===== src/rtl/v_demux_pkg.sv =====
// Shared slot mapping for the bit-select mux serializer and its demux deserializer.
// Both sides call slot_of() so sel N always means the same word bit on each end.
package v_demux_pkg;

   localparam int N_SLOTS_DEFAULT = 8;
   localparam int LANE_W_DEFAULT  = 1;

   // sel 0 addresses the most significant slot, matching the mux read order
   function automatic int slot_of(input int sel, input int n_slots = N_SLOTS_DEFAULT);
      return n_slots - 1 - sel;
   endfunction

endpackage


===== src/rtl/v_demux_slot_ctr.sv =====
// Wrapping slot counter: enable steps 0..N_SLOTS-1, clr wins over en, tc flags the last slot.
// Single-cycle update; no backpressure of its own.
module v_demux_slot_ctr
   import v_demux_pkg::*;
#(
   parameter int N_SLOTS = N_SLOTS_DEFAULT,
   localparam int SEL_W  = $clog2(N_SLOTS)
) (
   input  logic             clk,
   input  logic             rst_n,
   input  logic             en,
   input  logic             clr,
   output logic [SEL_W-1:0] sel,
   output logic             tc
);

   localparam logic [SEL_W-1:0] LAST = SEL_W'(N_SLOTS - 1);

   logic [SEL_W-1:0] sel_q;

   always_ff @(posedge clk or negedge rst_n) begin
      if (!rst_n) begin
         sel_q <= '0;
      end else if (clr) begin
         sel_q <= '0;
      end else if (en) begin
         sel_q <= (sel_q == LAST) ? '0 : sel_q + 1'b1;
      end
   end

   assign sel = sel_q;
   assign tc  = (sel_q == LAST);

endmodule


===== src/rtl/v_demux_deserializer_8.sv =====
// 1-to-N_SLOTS lane deserializer; word valid the cycle after its last lane, one word per N_SLOTS cycles.
// Stalls only the final lane while the previous word is unconsumed; V_DEMUX_FLUSH_EN adds a partial-word flush.
module v_demux_deserializer_8
   import v_demux_pkg::*;
#(
   parameter int N_SLOTS = N_SLOTS_DEFAULT,
   parameter int LANE_W  = LANE_W_DEFAULT,
   localparam int SEL_W  = $clog2(N_SLOTS)
) (
   input  logic                      clk,
   input  logic                      rst_n,
   input  logic [LANE_W-1:0]         si,
   input  logic                      si_valid,
   output logic                      si_ready,
`ifdef V_DEMUX_FLUSH_EN
   input  logic                      flush,
`endif
   output logic [SEL_W-1:0]          sel_o,
   output logic [N_SLOTS*LANE_W-1:0] po,
   output logic                      po_valid,
   input  logic                      po_ready
);

   localparam int W = N_SLOTS * LANE_W;

   logic [SEL_W-1:0] sel;
   logic             tc;
   logic             accept;
   logic             complete;
   logic             flush_go;
   logic             stall;
   logic [W-1:0]     asm_q;
   logic [W-1:0]     merged;
   logic [W-1:0]     po_q;
   logic             po_valid_q;

   assign stall = tc && po_valid_q && !po_ready;

`ifdef V_DEMUX_FLUSH_EN
   // A flush waits for a free output; the requester keeps flush high until sel_o reads 0
   assign flush_go = flush && (sel != '0) && (!po_valid_q || po_ready);
   assign si_ready = !flush && !stall;
`else
   assign flush_go = 1'b0;
   assign si_ready = !stall;
`endif

   assign accept   = si_valid && si_ready;
   assign complete = accept && tc;

   always_comb begin
      merged = asm_q;
      merged[slot_of(int'(sel), N_SLOTS)*LANE_W +: LANE_W] = si;
   end

   v_demux_slot_ctr #(.N_SLOTS(N_SLOTS)) u_slot_ctr (
      .clk   (clk),
      .rst_n (rst_n),
      .en    (accept),
      .clr   (flush_go),
      .sel   (sel),
      .tc    (tc)
   );

   always_ff @(posedge clk or negedge rst_n) begin
      if (!rst_n) begin
         asm_q      <= '0;
         po_q       <= '0;
         po_valid_q <= 1'b0;
      end else begin
         if (complete || flush_go) begin
            asm_q <= '0;
         end else if (accept) begin
            asm_q <= merged;
         end

         // A completing word may replace one being consumed on the same edge
         if (complete) begin
            po_q       <= merged;
            po_valid_q <= 1'b1;
         end else if (flush_go) begin
            po_q       <= asm_q;
            po_valid_q <= 1'b1;
         end else if (po_valid_q && po_ready) begin
            po_valid_q <= 1'b0;
         end
      end
   end

   assign sel_o    = sel;
   assign po       = po_q;
   assign po_valid = po_valid_q;

endmodule


===== config.mk =====
export PLATFORM = sky130hd
export DESIGN_NAME = v_demux_deserializer_8
export DESIGN_NICKNAME = d
export VERILOG_FILES = /design/src/rtl/v_demux_pkg.sv /design/src/rtl/v_demux_slot_ctr.sv /design/src/rtl/v_demux_deserializer_8.sv
export SDC_FILE = /design/constraint.sdc
export NUM_CORES = 1
export LEC_CHECK = 0
export ABC_AREA = 1
export ABC_CLOCK_PERIOD_IN_PS = 1800
export CAP_MARGIN = 0
export CORE_MARGIN = 8
export CORE_UTILIZATION = 60
export DETAILED_ROUTE_END_ITERATION = 6
export DONT_BUFFER_PORTS = 1
export GPL_TIMING_DRIVEN = 0
export PLACE_DENSITY = 0.76
export SKIP_CTS_REPAIR_TIMING = 1
export SLEW_MARGIN = 40
export SYNTH_ARGS = -nofsm -noshare
export SYNTH_HDL_FRONTEND = slang
export SYNTH_SLANG_ARGS = --single-unit

===== constraint.sdc =====
create_clock -name clk -period 1.8 [get_ports clk]
set_input_delay 0.27 -clock clk [delete_from_list [all_inputs] [get_ports clk]]
set_output_delay 0.27 -clock clk [all_outputs]
set_load 0.02 [all_outputs]

==> results of run 1 <==
-- metal layers --
layer  wire [um]  global-route usage  up-vias
li1            -                   -      446
met1         963              0.1451      415
met2        1039              0.1953       26
met3         184             0.04565        4
met4          31             0.06143        0
met5           0                   0        -
-- report_power, final --
part	switching, mW	internal [mW]
clock	0.141	0.225
sequential	0.255	0.609
combinational	0.485	0.296
-- final cells by class --
class	instances	area [um2]
plain buffers	4	31.28
well taps	25	31.28
repair buffers	5	52.55
clock buffers	3	22.52
flip-flops and latches	20	503.0
fillers	138	432.9
multi-input cells	94	539.3
clock inverters	1	30.03
inverters	14	65.06
-- cell usage in the layout, fill, tap and decap left out --
master | synthesis | final
sky130_fd_sc_hd__buf_12 | 0 | 1
sky130_fd_sc_hd__buf_2 | 2 | 1
sky130_fd_sc_hd__buf_4 | 1 | 5
sky130_fd_sc_hd__buf_6 | 1 | 1
sky130_fd_sc_hd__bufinv_16 | 0 | 1
sky130_fd_sc_hd__clkbuf_4 | 0 | 3
sky130_fd_sc_hd__dfrtp_1 | 20 | 18
sky130_fd_sc_hd__dfrtp_2 | 0 | 2
sky130_fd_sc_hd__dlygate4sd3_1 | 0 | 1
sky130_fd_sc_hd__ha_4 | 0 | 2
sky130_fd_sc_hd__inv_1 | 11 | 9
sky130_fd_sc_hd__inv_2 | 1 | 3
sky130_fd_sc_hd__inv_6 | 1 | 1
sky130_fd_sc_hd__inv_8 | 0 | 1
sky130_fd_sc_hd__nand2_1 | 47 | 47
sky130_fd_sc_hd__nand2_4 | 1 | 2
sky130_fd_sc_hd__nand2_8 | 1 | 1
sky130_fd_sc_hd__nand3_1 | 18 | 17
sky130_fd_sc_hd__nand3_2 | 0 | 1
sky130_fd_sc_hd__nand3_4 | 1 | 1
sky130_fd_sc_hd__nand4_1 | 4 | 4
sky130_fd_sc_hd__nor2_1 | 2 | 2
sky130_fd_sc_hd__nor2_4 | 3 | 3
sky130_fd_sc_hd__nor3_2 | 1 | 1
sky130_fd_sc_hd__o211ai_1 | 1 | 1
sky130_fd_sc_hd__o21ai_0 | 6 | 5
sky130_fd_sc_hd__o21ai_1 | 4 | 5
sky130_fd_sc_hd__o21bai_2 | 1 | 1
sky130_fd_sc_hd__o31ai_2 | 1 | 1
-- stage by stage --
step	util	TNS [ps]	total power, mW	instances
after floorplan	-	0	1.396	131
after global placement	0.6549	-737.8	1.525	156
after detailed placement	0.6549	-1153	1.546	156
after CTS	0.6857	-1506	1.910	160
after global routing	0.7465	-6.030	2.145	166
final	0.7465	0	2.011	166
-- path summary, 6_finish.rpt --
| kind | from | to | slack, ps | cells after the start |
|---|---|---|---|---|
| worst max register to register | u_slot_ctr.sel[0] | po[3] | 80 | 10 |
| worst min-delay path | si_valid | u_slot_ctr.sel[0] | 80 | 2 |
| min in group asynchronous | rst_n | po_valid | 520 | 1 |
| max in group asynchronous | rst_n | u_slot_ctr.sel[1] | 690 | 1 |
| worst min register to register | asm_q[6] | asm_q[6] | 490 | 2 |
| worst max-delay path | u_slot_ctr.sel[0] | po[3] | 80 | 10 |
-- sequential cells by signal, indices dropped and copies added (netlist names) --
| signal | flops |
|---|---|
| asm_q | 8 |
| po | 8 |
| po_valid | 1 |
| u_slot_ctr.sel | 3 |
-- cell families (layout without fill, tap and decap cells) --
logic type	Yosys count	in the layout	synth area share
flops	20	20	0.4603
buf+inv	18	27	0.08171
compound gates	13	13	0.07480
fa+ha+maj	2	2	0.02301
simple gates	78	79	0.3602
==> results.md, run 1 <==
Run status:
- The flow ran to the end, and the final reports show no timing, DRC or antenna violations.

Yosys:
- In the synthesized netlist the async set-or-reset flop fraction comes to 1.000.
- The number of warnings issued by yosys is 0.
- The leading area contributor after synthesis is sky130_fd_sc_hd__dfrtp_1.
- Sorting the synthesized cells by how often they occur yields sky130_fd_sc_hd__nand2_1, sky130_fd_sc_hd__dfrtp_1, sky130_fd_sc_hd__nand3_1.
- The count of unique library cells instantiated by Yosys is 23.
- A synthesized cell averages 8.300 um2.
- When the netlist entered floorplanning its net count stood at 138.
- By area the synthesized netlist is led by sky130_fd_sc_hd__dfrtp_1, sky130_fd_sc_hd__nand2_1, sky130_fd_sc_hd__nand3_1, sky130_fd_sc_hd__inv_1, sky130_fd_sc_hd__nor2_4.
- Of the synthesized area, sequential elements account for 0.4603.
- The instance count of the mapped netlist is 131.
- The synthesized design contains 0 enable-type register cells.
- In the synthesized netlist the dominant register cell turns out to be sky130_fd_sc_hd__dfrtp_1.
- Of the post-synthesis cell area, the dominant cell type holds 0.4603.
- In this run, synthesis produced a sequential element count of 20.
- Yosys instantiated no cell more often than sky130_fd_sc_hd__nand2_1.
- The synthesized netlist occupies a cell area of 1087 um2.

GRT:
- The global-route wire length before repair is 3.346 mm.
- For this run the aggregate overflow at the end of global routing stands at 0.
- The maximum number of pins on one net before global-route repair is 21.
- For this run, the total global-route usage over all layers was measured as 0.1240.
- The via count of the first global-routing pass is 767.
- The number of antenna violations at the first check in global routing is 0.

Clock tree:
- The clock-pin slew on the worst setup and hold paths is 120 ps.
- CTS built an H-tree with a depth of 1.
- The TritonCTS sink count is 20.
- In this run the deepest clock path goes through 2 buffers.
- The clock reaches the later pin of the worst-skew pair after 300 ps.
- The total clock buffers created by CTS is 3.
- The CTS tree is yes.
- The tree is rooted in a sky130_fd_sc_hd__clkbuf_4.

Place:
- At the placement stage, the worst setup path has a slack of -132.2 ps.
- The cell area after placement is 1119 um2.
- After legalization and detailed placement, the total HPWL measured 1.552 mm.
- The count of port buffers added during placement is 0.
- The weighted congestion reported at the end of routability-driven placement is 0.8940.

Timing:
- The number of pins exceeding their max-slew limit in the final report is 0.
- The final critical path time including I/O delays and setup is 1716 ps.
- The fmax is 582.8 MHz.
- The count of endpoints failing hold in the final timing report is 0.
- Headroom to the max-slew limit came out at 0.4133.
- The minimum setup slack in the final design is 84.02 ps.
- Setup violations remaining at the end of the flow were counted as 0.
- The period utilization is 0.9533.
- The setup clock skew after layout is 4.844 ps.
- At the pin with the least slew margin, the transition time is 877.2 ps.
- Final hold analysis gives a worst-case slack of 84.50 ps.

Power and ir drop:
- The worst supply voltage drop on vdd is 1.257 mV.
- The power density over cell area is 1577 nW/um2.
- For this design the static power due to leakage is 0.6452 nW.

Routing:
- The DRC violations left is 0.
- The number of antenna-violating nets in the routed design is 0.
- The routed wire length is 2.219 mm.
- In the final routed layout, each cell accounts on average for 13.37 um.
- For this block, the initial DRC count from the detailed router was 19.
- The number of vias after detailed routing is 891.
- Using the TritonRoute via totals, the vias-per-cell ratio works out to 5.367.
- The length of the first detailed-routing pass in iterations is 4.

Worst setup path:
- The critical path goes through ha_4 > ha_4 > buf_6 > nand3_4 > nand2_4 > inv_8 > nand2_8 > buf_12 > nand2_1 > nand2_1.
- Counting both buffers and inverters, the worst setup path holds a total of 3.
- The classification of the worst setup path is register to register.
- On the critical path the largest part of the delay comes from flip-flops.
- The cell with the biggest individual delay on the critical path is sky130_fd_sc_hd__dfrtp_2.
- The delay contributed by the slowest stage of the critical path is 530 ps.
- STA puts the critical path data arrival time at 1920 ps.
- The endpoint required time on the critical path is 2010 ps.
- The kind of capture point of the worst setup path is a register.
- In this run the worst path has a maximum fanout of 6.
- STA classifies the critical path startpoint as a register.

Finish:
- The fraction of layout instances using a drive strength above 1 is 0.2270.
- The layout net count is 149.
- The signed area change from the synthesized netlist to the final layout is 17.26%.
- The final non-filler cell area is 1275 um2.
- The diode insertion count for antenna repair is 0.

Floorplanning:
- During I/O placement, the number of pins put on the boundary was 18.
- The x dimension of the die is 58.57 um.
- The initial cell density of the core is 0.6366.
- The vertical extent of the die is 58.57 um.
- The area of the die is 3430 um2.
- The core region is 1708 um2.
- The total number of placement rows is 15.

Job:
- The number of max-cap violations is 0.

Min path:
- The tightest min-delay check is of the input pin to register type.
(Power assumes the default switching activity.)
==> run 2, diff against run 1 <==
ABC_AREA = default   (was 1)
CORE_UTILIZATION = 61   (was 60)
PLACE_DENSITY = 0.77   (was 0.76)
==> run 2 against run 1 <==
Effect of this change: the flow now finishes with violations (setup timing); sequential power grew 13%; die area rose by 1.5%; core utilization up 4.8 points.
==> results.md, run 2 <==
Run status:
- The flow ran to the end, but the final reports show violations.
- The checks that failed: setup timing.

Floorplanning:
- The x dimension of the die is 59.02 um.
- The initial cell density of the core is 0.6536.
- The die is 59.02 um tall.
- For this design the top-level I/O count stands at 18.
- In this run the standard cell core region covers 1727 um2.
- The floorplan step defined a die boundary enclosing 3483 um2.
- The floorplan has 15 rows.

Routing:
- The number of vias after detailed routing is 888.
- The number of design-rule violations left by the first detailed-router iteration is 23.
- The average wire length per cell after detail routing is 19.17 um.
- The number of antenna-violating nets in the routed design is 0.
- The via-per-instance ratio is 6.529.
- The DRC violations left is 0.
- The routed wire length is 2.607 mm.
- For this run, the detailed router's first-pass iteration total came to 4.

Place:
- Input and output buffers added on the ports amount to 0.
- After legalization and detailed placement, the total HPWL measured 1.597 mm.
- The worst slack at placement is -135.6 ps.
- The weighted congestion reported at the end of routability-driven placement is 0.8281.
- The cell area after placement is 1191 um2.

Yosys:
- The compound-gate portion of the synthesized area was 0.1663.
- The count of unique library cells instantiated by Yosys is 36.
- The multiplexer area fraction after synthesis is 0.1120.
- The most numerous cell in the Yosys netlist is sky130_fd_sc_hd__dfrtp_1.
- Summed over all instances, the cell type with the most area after synthesis is sky130_fd_sc_hd__dfrtp_1.
- The number of synthesized flops with an enable pin is 0.
- The async set-reset flop share out of synthesis is 1.000.
- In the synthesized netlist, the cells that appear most often are sky130_fd_sc_hd__dfrtp_1, sky130_fd_sc_hd__a21oi_1, sky130_fd_sc_hd__mux2i_1.
- By area, the combinational part of the netlist is dominated by simple AND/OR/NAND/NOR gates.
- The share of the Yosys chip area taken by registers is 0.4435.
- The most used flip-flop cell after synthesis is sky130_fd_sc_hd__dfrtp_1.
- The instance count of the mapped netlist is 97.
- When the netlist entered floorplanning its net count stood at 104.
- The share of synthesized area in the top cell type comes to 0.4435.
- After synthesis, the cell types taking the most area are sky130_fd_sc_hd__dfrtp_1, sky130_fd_sc_hd__mux2i_1, sky130_fd_sc_hd__mux2_4, sky130_fd_sc_hd__a21oi_1, sky130_fd_sc_hd__o2bb2ai_1.
- The XOR/XNOR share of the synthesized area is 0.
- The combined area of all synthesized cells is 1129 um2.
- Counting flops and latches in the post-synthesis netlist gives 20.
- The share of synthesized cell area in and, or, nand and nor gates is 0.1962.
- The post-synthesis adder-cell area fraction is 0.02217.
- During synthesis, Yosys emitted a total of 0 warnings.
- The per-instance average area after synthesis is 11.63 um2.

Clock tree:
- The clock tree root buffer cell is sky130_fd_sc_hd__clkbuf_4.
- In this run the number of H-tree levels came out at 1.
- The clock-pin slew on the worst setup and hold paths is 120 ps.
- The TritonCTS sink count is 20.
- Clock tree synthesis inserted a total of 3 buffers.
- The CTS tree is yes.
- The maximum root-to-sink buffer count is 2.
- The clock latency on the worst-skew pair is 310 ps.

Timing:
- The setup clock skew after layout is 8.340 ps.
- Setup total negative slack on the finished layout was measured at -477.9 ps.
- The routed design could run at a clock period as short as 1880 ps.
- The number of pins exceeding their max-slew limit in the final report is 0.
- The pin slew with the least headroom to its limit is 888.7 ps.
- Measured against its own limit, the worst slew margin works out to 0.4056.
- The worst-case hold slack is 73.45 ps.
- Of the available clock period, the critical path in the final layout requires 1.044.
- The count of endpoints failing hold in the final timing report is 0.
- The final setup violation count is 12.
- The fmax is 532.0 MHz.
- Setup repair after global routing could not meet its margin everywhere.
- Across all setup checks in the final design, the least slack found is -79.85 ps.

Finish:
- The fraction of layout instances using a drive strength above 1 is 0.3694.
- Leaving out fill and tap cells, the most frequent cell in the layout is sky130_fd_sc_hd__dfrtp_1.
- The layout net count is 119.
- The number of antenna diodes in the final layout is 0.
- In the layout the commonest cells are sky130_fd_sc_hd__dfrtp_1, sky130_fd_sc_hd__buf_4, sky130_fd_sc_hd__a21oi_1.
- The finished cells cover 1373 um2.
- The signed area change from the synthesized netlist to the final layout is 21.62%.

Worst setup path:
- The worst setup path is launched from a register.
- At the worst endpoint, the arrival time is 2080 ps.
- In this run the worst path has a maximum fanout of 8.
- The classification of the worst setup path is register to register.
- STA classifies the critical path endpoint as a register.
- The endpoint required time on the critical path is 2000 ps.

GRT:
- The via count of the first global-routing pass is 764.
- Entering global routing, the biggest net connects 21 pins.
- The total routing resource utilization after global routing is 0.1449.
- The number of antenna violations at the first check in global routing is 0.
- The first global-routing pass estimated 3.919 mm of wire.
- After global routing the overflow that remains totals 0.

Power and ir drop:
- The worst supply voltage drop on vdd is 1.243 mV.
- The static leakage is 0.5554 nW.
- The power density over cell area is 1926 nW/um2.
- The completed layout was analyzed and its total power is 2.644 mW.

Min path:
- The path category of the worst min-delay check is input pin to register.

Job:
- The number of max-cap violations is 0.
[run 2: changes by cell type after synthesis, moves of 4 or more]
cell	change
sky130_fd_sc_hd__o21ai_1	-4
sky130_fd_sc_hd__o21ai_0	-6
sky130_fd_sc_hd__o2bb2ai_1	+4
sky130_fd_sc_hd__nand2_1	-42
sky130_fd_sc_hd__nand3_1	-17
sky130_fd_sc_hd__inv_1	-9
sky130_fd_sc_hd__a21oi_1	+8
sky130_fd_sc_hd__mux2i_1	+7
[run 2: layout make-up]
type	count	area, um2
multi-input cells	68	635.6
plain buffers	6	56.30
flip-flops and latches	20	503.0
inverters	2	7.507
clock buffers	3	22.52
fillers	109	354.1
repair buffers	11	86.33
clock inverters	1	30.03
well taps	25	31.28
[run 2: worst paths after layout]
check / cells past startpoint / slack (ps) / endpoint / startpoint
setup / recovery: 5 / -80 / asm_q[6] / u_slot_ctr.sel[0]
setup reg to reg: 5 / -80 / asm_q[6] / u_slot_ctr.sel[0]
hold reg to reg: 1 / 540 / asm_q[1] / asm_q[1]
min in group asynchronous: 1 / 520 / po_valid / rst_n
max in group asynchronous: 1 / 680 / u_slot_ctr.sel[1] / rst_n
hold / removal: 2 / 70 / po_valid / si_valid
[run 2: metrics by stage]
step,std cells,util
floorplan,97,-
global placement,122,0.6899
detailed placement,122,0.6899
CTS,126,0.7203
global route,136,0.7949
finish,136,0.7949
[run 2: cell families (layout without fill, tap and decap cells)]
kind of cell	Yosys count	count (layout)
buffers and inverters	9	23
AND/OR/NAND/NOR	31	31
flip-flops	20	20
AO/OA/AOI/OAI	24	24
adder cells (fa/ha/maj)	2	2
multiplexers	11	11
[run 2: per-layer routing]
layer	global-route usage	wire, um	up-vias
met5	0	0	-
met4	0.06485	61	0
met2	0.2150	1165	40
met1	0.1920	1187	440
met3	0.03688	192	10
li1	-	-	398
[run 2: power by group]
part,switching (mW),internal [mW]
Sequential,0.342,0.632
Clock,0.146,0.225
Combinational,0.603,0.696
Total,1.09,1.55
[run 2: worst max-delay path: stages, from the launching register on]
cell and delay, ps:
sky130_fd_sc_hd__dfrtp_2 560, sky130_fd_sc_hd__ha_4 220, sky130_fd_sc_hd__ha_4 230, sky130_fd_sc_hd__nand2b_1 180, sky130_fd_sc_hd__o311a_1 320, sky130_fd_sc_hd__a221o_1 260
==> run 3, diff against run 2 <==
CORE_MARGIN = 3   (was 8)
==> run 3 against run 2 <==
Effect of this change: the run still ends with setup timing left; critical endpoint is now po[3]; sequential share of layout area decreased by 0.43 points; clock power decreased by 25%; core utilization increased by 5.8 points; routed wire length decreased by 0.15%; worst hold slack improved by 11 ps; fmax decreased by 2.7%; combinational power increased by 10%; sequential power about the same; total power increased by 1.2%; clock skew decreased by 6.0 ps; flip-flop and latch count unchanged; worst setup slack got worse by 53 ps.
==> results.md, run 3 (synthesis gave the netlist of run 2 again) <==
Run status:
- The flow ran to the end, but the final reports show violations.
- The checks that failed: setup timing.

GRT:
- The via count of the first global-routing pass is 787.
- The total overflow left after global routing is 0.
- The number of antenna violations at the first check in global routing was 0.
- Entering global routing, the biggest net connects 21 pins.
- The first global-routing pass estimated 3.726 mm of wire.
- The total routing resource utilization after global routing is 0.2016.

Worst setup path:
- Walking the worst path, the cells encountered are ha_4 > ha_4 > buf_8 > nor4b_4 > mux2i_1 > a21oi_1.
- The reg2reg setup slack is -130 ps.
- The delay contributed by the slowest stage of the critical path is 560 ps.
- Data on the critical path arrives at its endpoint at 2140 ps.
- By instance count, the cell type seen most on the critical path is sky130_fd_sc_hd__ha_4.
- Counting both buffers and inverters, the worst setup path holds a total of 1.
- In this run the critical register-to-register path is captured at po[3].
- The critical path starts at u_slot_ctr.sel[0].
- The worst setup path is launched from a register.
- For the worst setup path, the data required time is 2010 ps.
- The cell with the biggest individual delay on the critical path is sky130_fd_sc_hd__dfrtp_2.
- The startpoint identified for the worst register-to-register timing path is u_slot_ctr.sel[0].
- The logic depth of the worst register-to-register path is 6.
- The kind of cell adding the most delay to the critical path is flip-flops.
- STA classifies the critical path endpoint as a register.
- The worst setup path is of the register to register kind.
- Of all nets on the critical path, the largest fanout is 8.

Timing:
- Setup repair after global routing could not meet its margin everywhere.
- The number of pins exceeding their max-slew limit in the final report is 0.
- Summed over all failing endpoints, the final setup total negative slack is -597.2 ps.
- The final setup violation count is 12.
- The fmax is 517.4 MHz.
- For the final database, setup skew stands at 2.371 ps.
- The count of endpoints failing hold in the final timing report is 0.
- The minimum setup slack in the final design is -132.6 ps.
- The worst pin sits at a relative slew slack of 0.3738.
- After layout, the minimum clock period comes to 1933 ps.
- At the pin with the least slew margin, the transition time is 936.2 ps.
- The period utilization is 1.074.
- On the final layout, the worst hold slack is 84.17 ps.

Finish:
- The area growth from synthesis to layout is 23.06%.
- After routing the design area is 1389 um2.
- The library cell used most frequently in the layout, excluding fill and tap cells, is sky130_fd_sc_hd__dfrtp_1.
- Fill cells in the final layout number 84.
- After the last flow step, the layout net total stands at 115.
- The post-route core utilization is 0.8525.
- The top cell types in the final layout, fill and taps aside, are sky130_fd_sc_hd__dfrtp_1, sky130_fd_sc_hd__a21oi_1, sky130_fd_sc_hd__mux2i_1.
- The finished layout holds 131 standard cells, fillers aside.
- The fraction of layout instances using a drive strength above 1 is 0.3832.
- The number of antenna diodes in the final layout is 0.

Routing:
- The DRC violations left is 0.
- For this block, the routed nets add up to 2.603 mm of wire.
- The first TritonRoute pass finished after 5 iterations.
- The via-per-instance ratio is 6.412.
- The number of vias after detailed routing is 840.
- In the final routed layout, each cell accounts on average for 19.87 um.
- The number of design-rule violations left by the first detailed-router iteration is 19.
- The count of nets left with antenna violations once routing finished came out at 0.

Place:
- Detailed placement ended at an HPWL of 1.540 mm.
- The cell area after placement is 1190 um2.
- The total placed cells including tap cells is 121.
- The congestion estimate from routability-driven global placement came to 0.7391.
- The worst slack at placement is -137.7 ps.
- In this run the tool buffered the top-level ports with 0 buffer cells.

Clock tree:
- CTS built an H-tree with a depth of 1.
- No sink is reached through more buffers than the 2 on the longest clock path.
- After clock tree synthesis, the clock-pin slew on the worst setup and hold paths is 120 ps.
- The clock latency on the worst-skew pair is 310 ps.
- The number of clock buffers added by TritonCTS is 3.
- Counting every sink on the clock net gives 20.
- The clock tree root buffer cell is sky130_fd_sc_hd__clkbuf_4.
- TritonCTS built the clock tree.

Min path:
- In this run the most critical hold path is launched from si_valid.
- The tightest min-delay check is of the input pin to register type.
- The cell depth of the worst min-delay path is 2.
- The worst hold path terminates at po_valid.

Floorplanning:
- The total number of placement rows is 14.
- Measured along the y axis, the die boundary spans 49.02 um.
- The number of top-level pins is 18.
- In this run the horizontal extent of the chip is 49.02 um.
- For this configuration, the core starts out at a cell density of 0.6928.
- After floorplanning, the core was sized to cover 1629 um2.
- The area of the die is 2402 um2.

Power and ir drop:
- The share of total power consumed by net switching is 0.4285.
- The worst supply voltage drop on vdd is 1.072 mV.
- For this design the total switching power over the nets is 1.146 mW.
- Dividing total power by cell area gives a power density of 1926 nW/um2.
- Internal power comes to 1.529 mW.
- Of the total power, combinational logic draws 0.533.
- Of the total power, registers draw 0.363.
- The static leakage is 0.5477 nW.
- The clock share of power is 0.104.
- The total power is 2.675 mW.

Job:
- The number of max-cap violations is 0.
-- run 3: cell count changes in the layout (fill, tap and decap cells not counted), sizes merged --
cell	previous run	this run
buf	15	10
bufinv	1	0
clkbuf	4	6
-- run 3: worst max path at each step --
stage                          end  slack [ps]  cells past startpoint
after floorplan           asm_q[4]           7                      6
after global placement    asm_q[2]        -140                      6
after detailed placement  asm_q[6]        -140                      6
after CTS                 asm_q[6]        -150                      6
after global routing         po[3]        -230                      6
final                        po[3]        -130                      6
-- run 3: worst reg2reg max path, cell delays in order, from the launching register on --
cell and delay [ps]:
sky130_fd_sc_hd__dfrtp_2 560, sky130_fd_sc_hd__ha_4 220, sky130_fd_sc_hd__ha_4 310, sky130_fd_sc_hd__buf_8 120, sky130_fd_sc_hd__nor4b_4 230, sky130_fd_sc_hd__mux2i_1 270, sky130_fd_sc_hd__a21oi_1 100
-- run 3: cell type report --
cell class	count	area, um2	share of cell area
repair buffers	7	88.84	0.06396
flip-flops and latches	20	503.0	0.3622
plain buffers	6	60.06	0.04324
well taps	24	30.03	0.02162
multi-input cells	68	663.1	0.4775
clock buffers	4	36.28	0.02613
inverters	2	7.507	0.005405
-- run 3: metal layers --
metal	part of all wire	global-route usage	wire, um	up-vias
met5	0	0	0	-
met4	0.015	0.09953	40	0
met3	0.055	0.04281	143	5
met2	0.47	0.3032	1232	29
met1	0.46	0.2747	1187	415
li1	-	-	-	391
-- run 3: power by group through the flow --
stage / clock [mW] / sequential (mW) / combinational (mW)
after detailed placement: 0 / 0.967 / 1.03
final: 0.278 / 0.972 / 1.43
after global routing: 0.288 / 0.999 / 1.54
after floorplan: 0 / 0.925 / 0.880
after CTS: 0.273 / 0.957 / 1.04
after global placement: 0 / 0.959 / 1.01
